[src/rtl/tcb_pkg.sv]
// Shared TCB types and constants used by TCB managers and their response-capture logic.
package tcb_pkg;

    localparam int unsigned TCB_AW      = 32;
    localparam int unsigned TCB_DW      = 32;
    localparam int unsigned TCB_BW      = TCB_DW / 8;
    localparam int unsigned TCB_DLY_MAX = 2;

    typedef struct packed {
        logic              wen;
        logic [TCB_AW-1:0] adr;
        logic [TCB_BW-1:0] ben;
        logic [TCB_DW-1:0] wdt;
    } tcb_cmd_t;

    typedef struct packed {
        logic              wen;
        logic [TCB_DW-1:0] rdt;
        logic              err;
    } tcb_rsp_t;

    function automatic bit is_pow2(input int unsigned n);
        return (n != 0) && ((n & (n - 1)) == 0);
    endfunction

endpackage

[src/rtl/tcb_if.sv]
// TCB bus interface; the manager drives clk/rst and the request, the subordinate answers DLY cycles later.
interface tcb_if
    import tcb_pkg::*;
#(
    parameter int unsigned AW  = 32,
    parameter int unsigned DW  = 32,
    parameter int unsigned DLY = 1
)();

    logic            clk;
    logic            rst;
    logic            vld;
    logic            wen;
    logic [AW-1:0]   adr;
    logic [DW/8-1:0] ben;
    logic [DW-1:0]   wdt;
    logic            rdy;
    logic [DW-1:0]   rdt;
    logic            err;

    if (DLY > TCB_DLY_MAX) begin : g_err_dly
        $error("tcb_if: DLY exceeds TCB_DLY_MAX");
    end

    modport man (output clk, rst, vld, wen, adr, ben, wdt, input rdy, rdt, err);
    modport sub (input clk, rst, vld, wen, adr, ben, wdt, output rdy, rdt, err);

endinterface

[src/rtl/tcb_rsp_fifo.sv]
// Synchronous response FIFO of tcb_rsp_t; head is presented combinationally, push and pop may coincide.
module tcb_rsp_fifo
    import tcb_pkg::*;
#(
    parameter int unsigned RD = 4
)(
    input  logic     clk,
    input  logic     rst_n,
    input  logic     i_push,
    input  tcb_rsp_t i_data,
    input  logic     i_pop,
    output tcb_rsp_t o_data,
    output logic     o_full,
    output logic     o_empty
);

    localparam int unsigned PW = $clog2(RD);

    if (!is_pow2(RD) || RD < 2) begin : g_err_rd
        $error("tcb_rsp_fifo: RD must be a power of 2 and at least 2");
    end

    tcb_rsp_t      r_mem [RD];
    logic [PW:0]   r_wr_ptr;
    logic [PW:0]   r_rd_ptr;
    logic          w_push;
    logic          w_pop;

    assign o_empty = (r_wr_ptr == r_rd_ptr);
    assign o_full  = (r_wr_ptr[PW] != r_rd_ptr[PW]) && (r_wr_ptr[PW-1:0] == r_rd_ptr[PW-1:0]);

    // A full FIFO still accepts a push when the head leaves in the same cycle.
    assign w_push = i_push & (~o_full | i_pop);
    assign w_pop  = i_pop & ~o_empty;

    always_ff @(posedge clk or negedge rst_n) begin
        if (!rst_n) begin
            r_wr_ptr <= '0;
            r_rd_ptr <= '0;
        end else begin
            if (w_push) r_wr_ptr <= r_wr_ptr + (PW+1)'(1);
            if (w_pop)  r_rd_ptr <= r_rd_ptr + (PW+1)'(1);
        end
    end

    // NOTE: storage is deliberately not reset; empty/full come from the pointers alone.
    always_ff @(posedge clk) begin
        if (w_push) r_mem[r_wr_ptr[PW-1:0]] <= i_data;
    end

    assign o_data = r_mem[r_rd_ptr[PW-1:0]];

endmodule

[src/rtl/tcb_cmd_man.sv]
// TCB manager: turns a valid/ready command stream into TCB transfers and returns one in-order response each.
module tcb_cmd_man
    import tcb_pkg::*;
#(
    parameter int unsigned AW  = 32,
    parameter int unsigned DW  = 32,
    parameter int unsigned DLY = 1,
    parameter int unsigned RD  = 4
)(
    input  logic            clk,
    input  logic            rst,
    input  logic            cmd_vld,
    output logic            cmd_rdy,
    input  logic            cmd_wen,
    input  logic [AW-1:0]   cmd_adr,
    input  logic [DW/8-1:0] cmd_ben,
    input  logic [DW-1:0]   cmd_wdt,
    output logic            rsp_vld,
    input  logic            rsp_rdy,
    output logic            rsp_wen,
    output logic [DW-1:0]   rsp_rdt,
    output logic            rsp_err,
    tcb_if.man              bus
);

    localparam int unsigned OW = $clog2(RD + 1);

    if (DLY != bus.DLY) begin : g_err_dly
        $error("tcb_cmd_man: DLY differs from bus.DLY");
    end
    if (DW != bus.DW || DW != TCB_DW) begin : g_err_dw
        $error("tcb_cmd_man: DW differs from bus.DW or the package width");
    end
    if (AW != bus.AW || AW != TCB_AW) begin : g_err_aw
        $error("tcb_cmd_man: AW differs from bus.AW or the package width");
    end
    if (RD < DLY + 1) begin : g_err_rd_dly
        $error("tcb_cmd_man: RD must be at least DLY+1");
    end
    if (!is_pow2(RD)) begin : g_err_rd_pow2
        $error("tcb_cmd_man: RD must be a power of 2");
    end
    if (DLY > TCB_DLY_MAX) begin : g_err_dly_max
        $error("tcb_cmd_man: DLY exceeds TCB_DLY_MAX");
    end

    logic            r_run;
    logic            r_vld;
    tcb_cmd_t        r_req;
    logic [OW-1:0]   r_out;
    logic            w_trn;
    logic            w_credit;
    logic            w_cmd_hs;
    logic            w_pop;

    assign w_trn    = r_vld & bus.rdy;
    // The pending request already owns a FIFO slot, so it counts against the credit.
    assign w_credit = (r_out + OW'(r_vld)) < OW'(RD);
    assign cmd_rdy  = r_run & w_credit & (~r_vld | bus.rdy);
    assign w_cmd_hs = cmd_vld & cmd_rdy;
    assign w_pop    = rsp_vld & rsp_rdy;

    always_ff @(posedge clk or negedge rst) begin
        if (!rst) begin
            r_run <= 1'b0;
            r_vld <= 1'b0;
            r_req <= '0;
            r_out <= '0;
        end else begin
            r_run <= 1'b1;
            if (w_cmd_hs) begin
                r_vld <= 1'b1;
                r_req <= '{wen: cmd_wen, adr: cmd_adr, ben: cmd_ben, wdt: cmd_wdt};
            end else if (w_trn) begin
                r_vld <= 1'b0;
            end
            if (w_trn && !w_pop) begin
                r_out <= r_out + OW'(1);
            end else if (!w_trn && w_pop) begin
                r_out <= r_out - OW'(1);
            end
        end
    end

    assign bus.clk = clk;
    assign bus.rst = ~rst;
    assign bus.vld = r_vld;
    assign bus.wen = r_req.wen;
    assign bus.adr = r_req.adr;
    assign bus.ben = r_req.ben;
    assign bus.wdt = r_req.wdt;

    logic w_cap_vld;
    logic w_cap_wen;

    if (DLY == 0) begin : g_dly0
        assign w_cap_vld = w_trn;
        assign w_cap_wen = r_req.wen;
    end else begin : g_dly
        logic [DLY-1:0] r_dl_vld;
        logic [DLY-1:0] r_dl_wen;

        always_ff @(posedge clk or negedge rst) begin
            if (!rst) begin
                r_dl_vld <= '0;
                r_dl_wen <= '0;
            end else begin
                r_dl_vld[0] <= w_trn;
                r_dl_wen[0] <= r_req.wen;
                for (int i = 1; i < DLY; i++) begin
                    r_dl_vld[i] <= r_dl_vld[i-1];
                    r_dl_wen[i] <= r_dl_wen[i-1];
                end
            end
        end

        assign w_cap_vld = r_dl_vld[DLY-1];
        assign w_cap_wen = r_dl_wen[DLY-1];
    end

    tcb_rsp_t w_cap;
    tcb_rsp_t w_head;
    logic     w_full;
    logic     w_empty;

    assign w_cap = '{wen: w_cap_wen, rdt: bus.rdt & {DW{~w_cap_wen}}, err: bus.err};

    tcb_rsp_fifo #(.RD(RD)) u_fifo (
        .clk     (clk),
        .rst_n   (rst),
        .i_push  (w_cap_vld),
        .i_data  (w_cap),
        .i_pop   (w_pop),
        .o_data  (w_head),
        .o_full  (w_full),
        .o_empty (w_empty)
    );

    assign rsp_vld = ~w_empty;
    assign rsp_wen = w_head.wen;
    assign rsp_rdt = w_head.rdt;
    assign rsp_err = w_head.err;

    a_no_overflow: assert property (@(posedge clk) disable iff (!rst) (w_cap_vld && w_full) |-> w_pop);

endmodule

[src/flat_wrapper.sv]
// flat-port wrapper written by rule: the top's interface ports become plain ports
module tcb_cmd_man_flat import tcb_pkg::*;
#(
    parameter int unsigned AW  = 32,
    parameter int unsigned DW  = 32,
    parameter int unsigned DLY = 1,
    parameter int unsigned RD  = 4
)
  (clk, rst, cmd_vld, cmd_rdy, cmd_wen, cmd_adr, cmd_ben, cmd_wdt, rsp_vld, rsp_rdy, rsp_wen, rsp_rdt, rsp_err, bus_clk, bus_rst, bus_vld, bus_wen, bus_adr, bus_ben, bus_wdt, bus_rdy, bus_rdt, bus_err);
  tcb_if #(.AW(AW), .DW(DW), .DLY(DLY)) bus_i ();
  input  logic clk;
  input  logic rst;
  input  logic cmd_vld;
  output logic cmd_rdy;
  input  logic cmd_wen;
  input  logic [AW-1:0] cmd_adr;
  input  logic [DW/8-1:0] cmd_ben;
  input  logic [DW-1:0] cmd_wdt;
  output logic rsp_vld;
  input  logic rsp_rdy;
  output logic rsp_wen;
  output logic [DW-1:0] rsp_rdt;
  output logic rsp_err;
  output wire logic [$bits(bus_i.clk)-1:0] bus_clk;
  output wire logic [$bits(bus_i.rst)-1:0] bus_rst;
  output wire logic [$bits(bus_i.vld)-1:0] bus_vld;
  output wire logic [$bits(bus_i.wen)-1:0] bus_wen;
  output wire logic [$bits(bus_i.adr)-1:0] bus_adr;
  output wire logic [$bits(bus_i.ben)-1:0] bus_ben;
  output wire logic [$bits(bus_i.wdt)-1:0] bus_wdt;
  input wire logic [$bits(bus_i.rdy)-1:0] bus_rdy;
  input wire logic [$bits(bus_i.rdt)-1:0] bus_rdt;
  input wire logic [$bits(bus_i.err)-1:0] bus_err;
  assign bus_clk = bus_i.clk;
  assign bus_rst = bus_i.rst;
  assign bus_vld = bus_i.vld;
  assign bus_wen = bus_i.wen;
  assign bus_adr = bus_i.adr;
  assign bus_ben = bus_i.ben;
  assign bus_wdt = bus_i.wdt;
  assign bus_i.rdy = bus_rdy;
  assign bus_i.rdt = bus_rdt;
  assign bus_i.err = bus_err;
  tcb_cmd_man #(.AW(AW), .DW(DW), .DLY(DLY), .RD(RD)) u_core (.clk(clk), .rst(rst), .cmd_vld(cmd_vld), .cmd_rdy(cmd_rdy), .cmd_wen(cmd_wen), .cmd_adr(cmd_adr), .cmd_ben(cmd_ben), .cmd_wdt(cmd_wdt), .rsp_vld(rsp_vld), .rsp_rdy(rsp_rdy), .rsp_wen(rsp_wen), .rsp_rdt(rsp_rdt), .rsp_err(rsp_err), .bus(bus_i));
endmodule
[config.mk]
export PLATFORM = sky130hd
export DESIGN_NAME = tcb_cmd_man_flat
export DESIGN_NICKNAME = d
export VERILOG_FILES = /design/src/rtl/tcb_pkg.sv /design/src/rtl/tcb_if.sv /design/src/rtl/tcb_rsp_fifo.sv /design/src/rtl/tcb_cmd_man.sv /design/src/flat_wrapper.sv
export SDC_FILE = /design/constraint.sdc
export NUM_CORES = 1
export LEC_CHECK = 0
export ABC_CLOCK_PERIOD_IN_PS = 4700
export CAP_MARGIN = 30
export CORE_MARGIN = 2
export CORE_UTILIZATION = 30
export CTS_CLUSTER_DIAMETER = 80
export DETAILED_ROUTE_END_ITERATION = 10
export GPL_TIMING_DRIVEN = 0
export PLACE_DENSITY = 0.5
export SLEW_MARGIN = 5
export SYNTH_ARGS = -nofsm -noshare
export SYNTH_HDL_FRONTEND = slang
export SYNTH_SLANG_ARGS = --single-unit
[constraint.sdc]
create_clock -name clk -period 4.7 [get_ports clk]
set_input_delay 0.705 -clock clk [delete_from_list [all_inputs] [get_ports clk]]
set_output_delay 0.705 -clock clk [all_outputs]
set_load 0.03 [all_outputs]
==> impl_metrics.json <==
{
  "finalHoldViolations": 0,
  "drv.max_cap_violation_count": 0,
  "worst_setup_path_start_kind": "clock port",
  "final_critical_path_setup_slack_ps": 702,
  "total_leakage_power_nw": 4.40,
  "cpPeakStageDelay_ps": 580,
  "critical_path.cell_chain": "clkbuf_16 -> clkbuf_16 -> buf_4 -> clkdlybuf4s50_1",
  "synthMostInstantiatedCell": "sky130_fd_sc_hd__edfxtp_1",
  "clkSlewWorstSetupHoldPaths_ps": 60,
  "critical_path_class": "clock port to primary output",
  "final_max_slew_viol_count": 0,
  "io_pins": 215,
  "ys_dominant_reg_cell": "sky130_fd_sc_hd__edfxtp_1",
  "gp_congestion": 0.729,
  "fp.dieH_um": 172,
  "cp.arrival_ps": 3290,
  "synth.cells.most_frequent": "sky130_fd_sc_hd__edfxtp_1 (136), sky130_fd_sc_hd__dfrtp_1 (82), sky130_fd_sc_hd__mux2_2 (71), sky130_fd_sc_hd__mux4_2 (34), sky130_fd_sc_hd__nor2b_1 (32)",
  "avgRoutedWirePerCell_um": 18.5,
  "tritoncts": "built",
  "final-instance-count-excl-fill": 1077,
  "synth_largest_type_area_fraction": 0.485,
  "postSynthRegisterBits": 218,
  "estimated_wirelength_of_the_detail_placed_design_um": 13900,
  "die_w_um": 172,
  "post_cts_resized": 0,
  "pre_cts_ws_ps": 968,
  "post_synth_inst_count": 429,
  "cp_data_required_time_ps": 3990,
  "final_wirelength_um": 20000,
  "post-route-drc-count": 0,
  "die_area_um2": 29400,
  "first_global_vias": 5395,
  "critPathBufInv": 4,
  "worstPathMaxFanout": 2,
  "avgSynthCellArea_um2": 19.6,
  "vdd_drop_max_mv": 0.332,
  "route.antenna.remaining_nets": 0,
  "start_util": 0.304,
  "mappedNetlistArea_um2": 8420,
  "post_route_cells_drive_above_1_share": 0.254,
  "tightest_slew_ps": 756,
  "slowest_stage": "sky130_fd_sc_hd__clkdlybuf4s50_1",
  "dp.cells": 1027,
  "placement.io_buffers": 214,
  "timing.hold.worst.class": "flop to flop",
  "final.setup_skew_ps": 11.7,
  "std_cell_rows": 61,
  "first_pass_iters": 4,
  "synthTopCellsByArea": "sky130_fd_sc_hd__edfxtp_1 (49%), sky130_fd_sc_hd__dfrtp_1 (24%), sky130_fd_sc_hd__mux2_2 (9.5%)",
  "critPathCaptureType": "primary output",
  "synth.yosys.warnings": 0,
  "global_route_wire_length_before_repair_um": 30700,
  "synthesis.nets": 543,
  "synth_edf_count": 136,
  "drtIter0Drc": 183,
  "grt_max_degree": 66,
  "cpLargestDelayFamily": "buffers and inverters",
  "critPathMostFrequentCell": "sky130_fd_sc_hd__clkbuf_16",
  "setup-violations-final": 0,
  "setup_repair_after_global_routing_missed_its_margin": "no",
  "initial_antenna_violation_count": 1,
  "async_reset_ff_frac": 0.376,
  "worst_slew_margin_rel": 0.495,
  "outcome": "completed",
  "fp.coreArea_um2": 27700,
  "vias_per_cell": 4.44,
  "groute.usage.overall": 0.139,
  "clock_latency_ps": 630,
  "synth.lib_cells_used.distinct": 33,
  "syn2layout_area_growth_pct": 44.3,
  "dr_total_vias": 4782,
  "overflow": 0,
  "num-nets-final": 794,
  "synth_top_area_cell": "sky130_fd_sc_hd__edfxtp_1",
  "power.density_nw_per_um2": 709,
  "seq_total_area_yosys": 0.729
}
## cell usage in the layout, fill, tap and decap left out, types with 2 or more instances in the layout
cell and n:
sky130_fd_sc_hd__a21oi_1 2, sky130_fd_sc_hd__buf_12 2, sky130_fd_sc_hd__buf_16 4, sky130_fd_sc_hd__buf_2 3, sky130_fd_sc_hd__buf_4 9, sky130_fd_sc_hd__buf_6 2, sky130_fd_sc_hd__bufinv_16 4, sky130_fd_sc_hd__clkbuf_1 10
sky130_fd_sc_hd__clkbuf_16 28, sky130_fd_sc_hd__clkdlybuf4s50_1 213, sky130_fd_sc_hd__clkinv_1 2, sky130_fd_sc_hd__clkinv_2 8, sky130_fd_sc_hd__dfrtp_1 82, sky130_fd_sc_hd__edfxtp_1 136, sky130_fd_sc_hd__ha_1 6, sky130_fd_sc_hd__inv_1 10
sky130_fd_sc_hd__mux2_2 71, sky130_fd_sc_hd__mux4_2 34, sky130_fd_sc_hd__nand2_1 5, sky130_fd_sc_hd__nor2_1 3, sky130_fd_sc_hd__nor2_4 3, sky130_fd_sc_hd__nor2b_1 32, sky130_fd_sc_hd__xnor2_1 4, sky130_fd_sc_hd__xor2_1 4
## per-layer routing
metal,up-vias,GRT usage,part of all wire
met3,34,0.0672,0.11
met4,2,0.0479,0.028
met5,-,0,0.00080
met1,2402,0.158,0.39
li1,2136,-,-
met2,208,0.226,0.47
## state kept, by name, indices dropped and copies added, names as in the netlist, 3 cells and up
register,cells
u_core.bus.wdt,32
u_core.r_out,3
u_core.u_fifo.r_mem,136
u_core.u_fifo.r_rd_ptr,3
u_core.u_fifo.r_wr_ptr,3
u_core.bus.ben,4
u_core.bus.adr,32
## through the flow
step	instance area, um2	power [mW]	setup TNS (ps)	hold slack [ps]	utilization
final	12100	8.61	0	407	0.438
after global routing	12100	9.04	0	438	0.438
after CTS	12100	8.76	0	413	0.438
after detailed placement	11200	6.60	0	406	0.405
after global placement	11000	6.49	-30770	405	0.398
after floorplan	8420	5.03	0	409	-
## timing repair
item                      CTS  global route
hold endpoints to repair   18             0
hold buffers                1             0
buffers inserted            0             0
## final cells by class
class	count	area [um2]
flip-flops and latches	218	6140
diodes	1	2.50
clock inverters	15	188
multi-input cells	182	2160
clock buffers	34	739
plain buffers	19	120
repair buffers	220	2290
inverters	10	37.5
well taps	378	473
fillers	2440	15600
## where the power goes
part	internal, mW	switching (mW)	total (mW)
Clock	1.35	0.804	2.15
Combinational	1.61	1.98	3.59
Sequential	2.60	0.266	2.87
Total	5.56	3.04	8.61
## worst paths after layout
check,startpoint,to,slack (ps),depth (start not counted)
max,clk,bus_clk,700,4
min,u_core.bus.wen$_DFFE_PN0P_,u_core.g_dly.r_dl_wen$_DFF_PN0_,410,0
max reg2reg,u_core.u_fifo.r_rd_ptr[1]$_DFFE_PN0P_,u_core.r_out[2]$_DFFE_PN0P_,2230,10
min reg2reg,u_core.bus.wen$_DFFE_PN0P_,u_core.g_dly.r_dl_wen$_DFF_PN0_,410,0
max in group asynchronous,rst,u_core.bus.adr[30]$_DFFE_PN0P_,3590,3
min in group asynchronous,rst,u_core.bus.adr[10]$_DFFE_PN0P_,490,2
## cell families (layout without fill, tap and decap cells)
| logic type | count (synthesis) | count (layout) | share of synthesized area |
|---|---|---|---|
| multiplexers | 106 | 106 | 0.188 |
| AND/OR/NAND/NOR | 48 | 48 | 0.0331 |
| adder cells (fa/ha/maj) | 7 | 7 | 0.0113 |
| AO/OA/AOI/OAI | 12 | 12 | 0.0114 |
| buffers and inverters | 29 | 298 | 0.0187 |
| other | 1 | 2 | 0.000445 |
| XOR/XNOR | 8 | 8 | 0.00832 |
| flip-flops | 218 | 218 | 0.729 |
No activity file was read; power rests on OpenSTA's default activity.
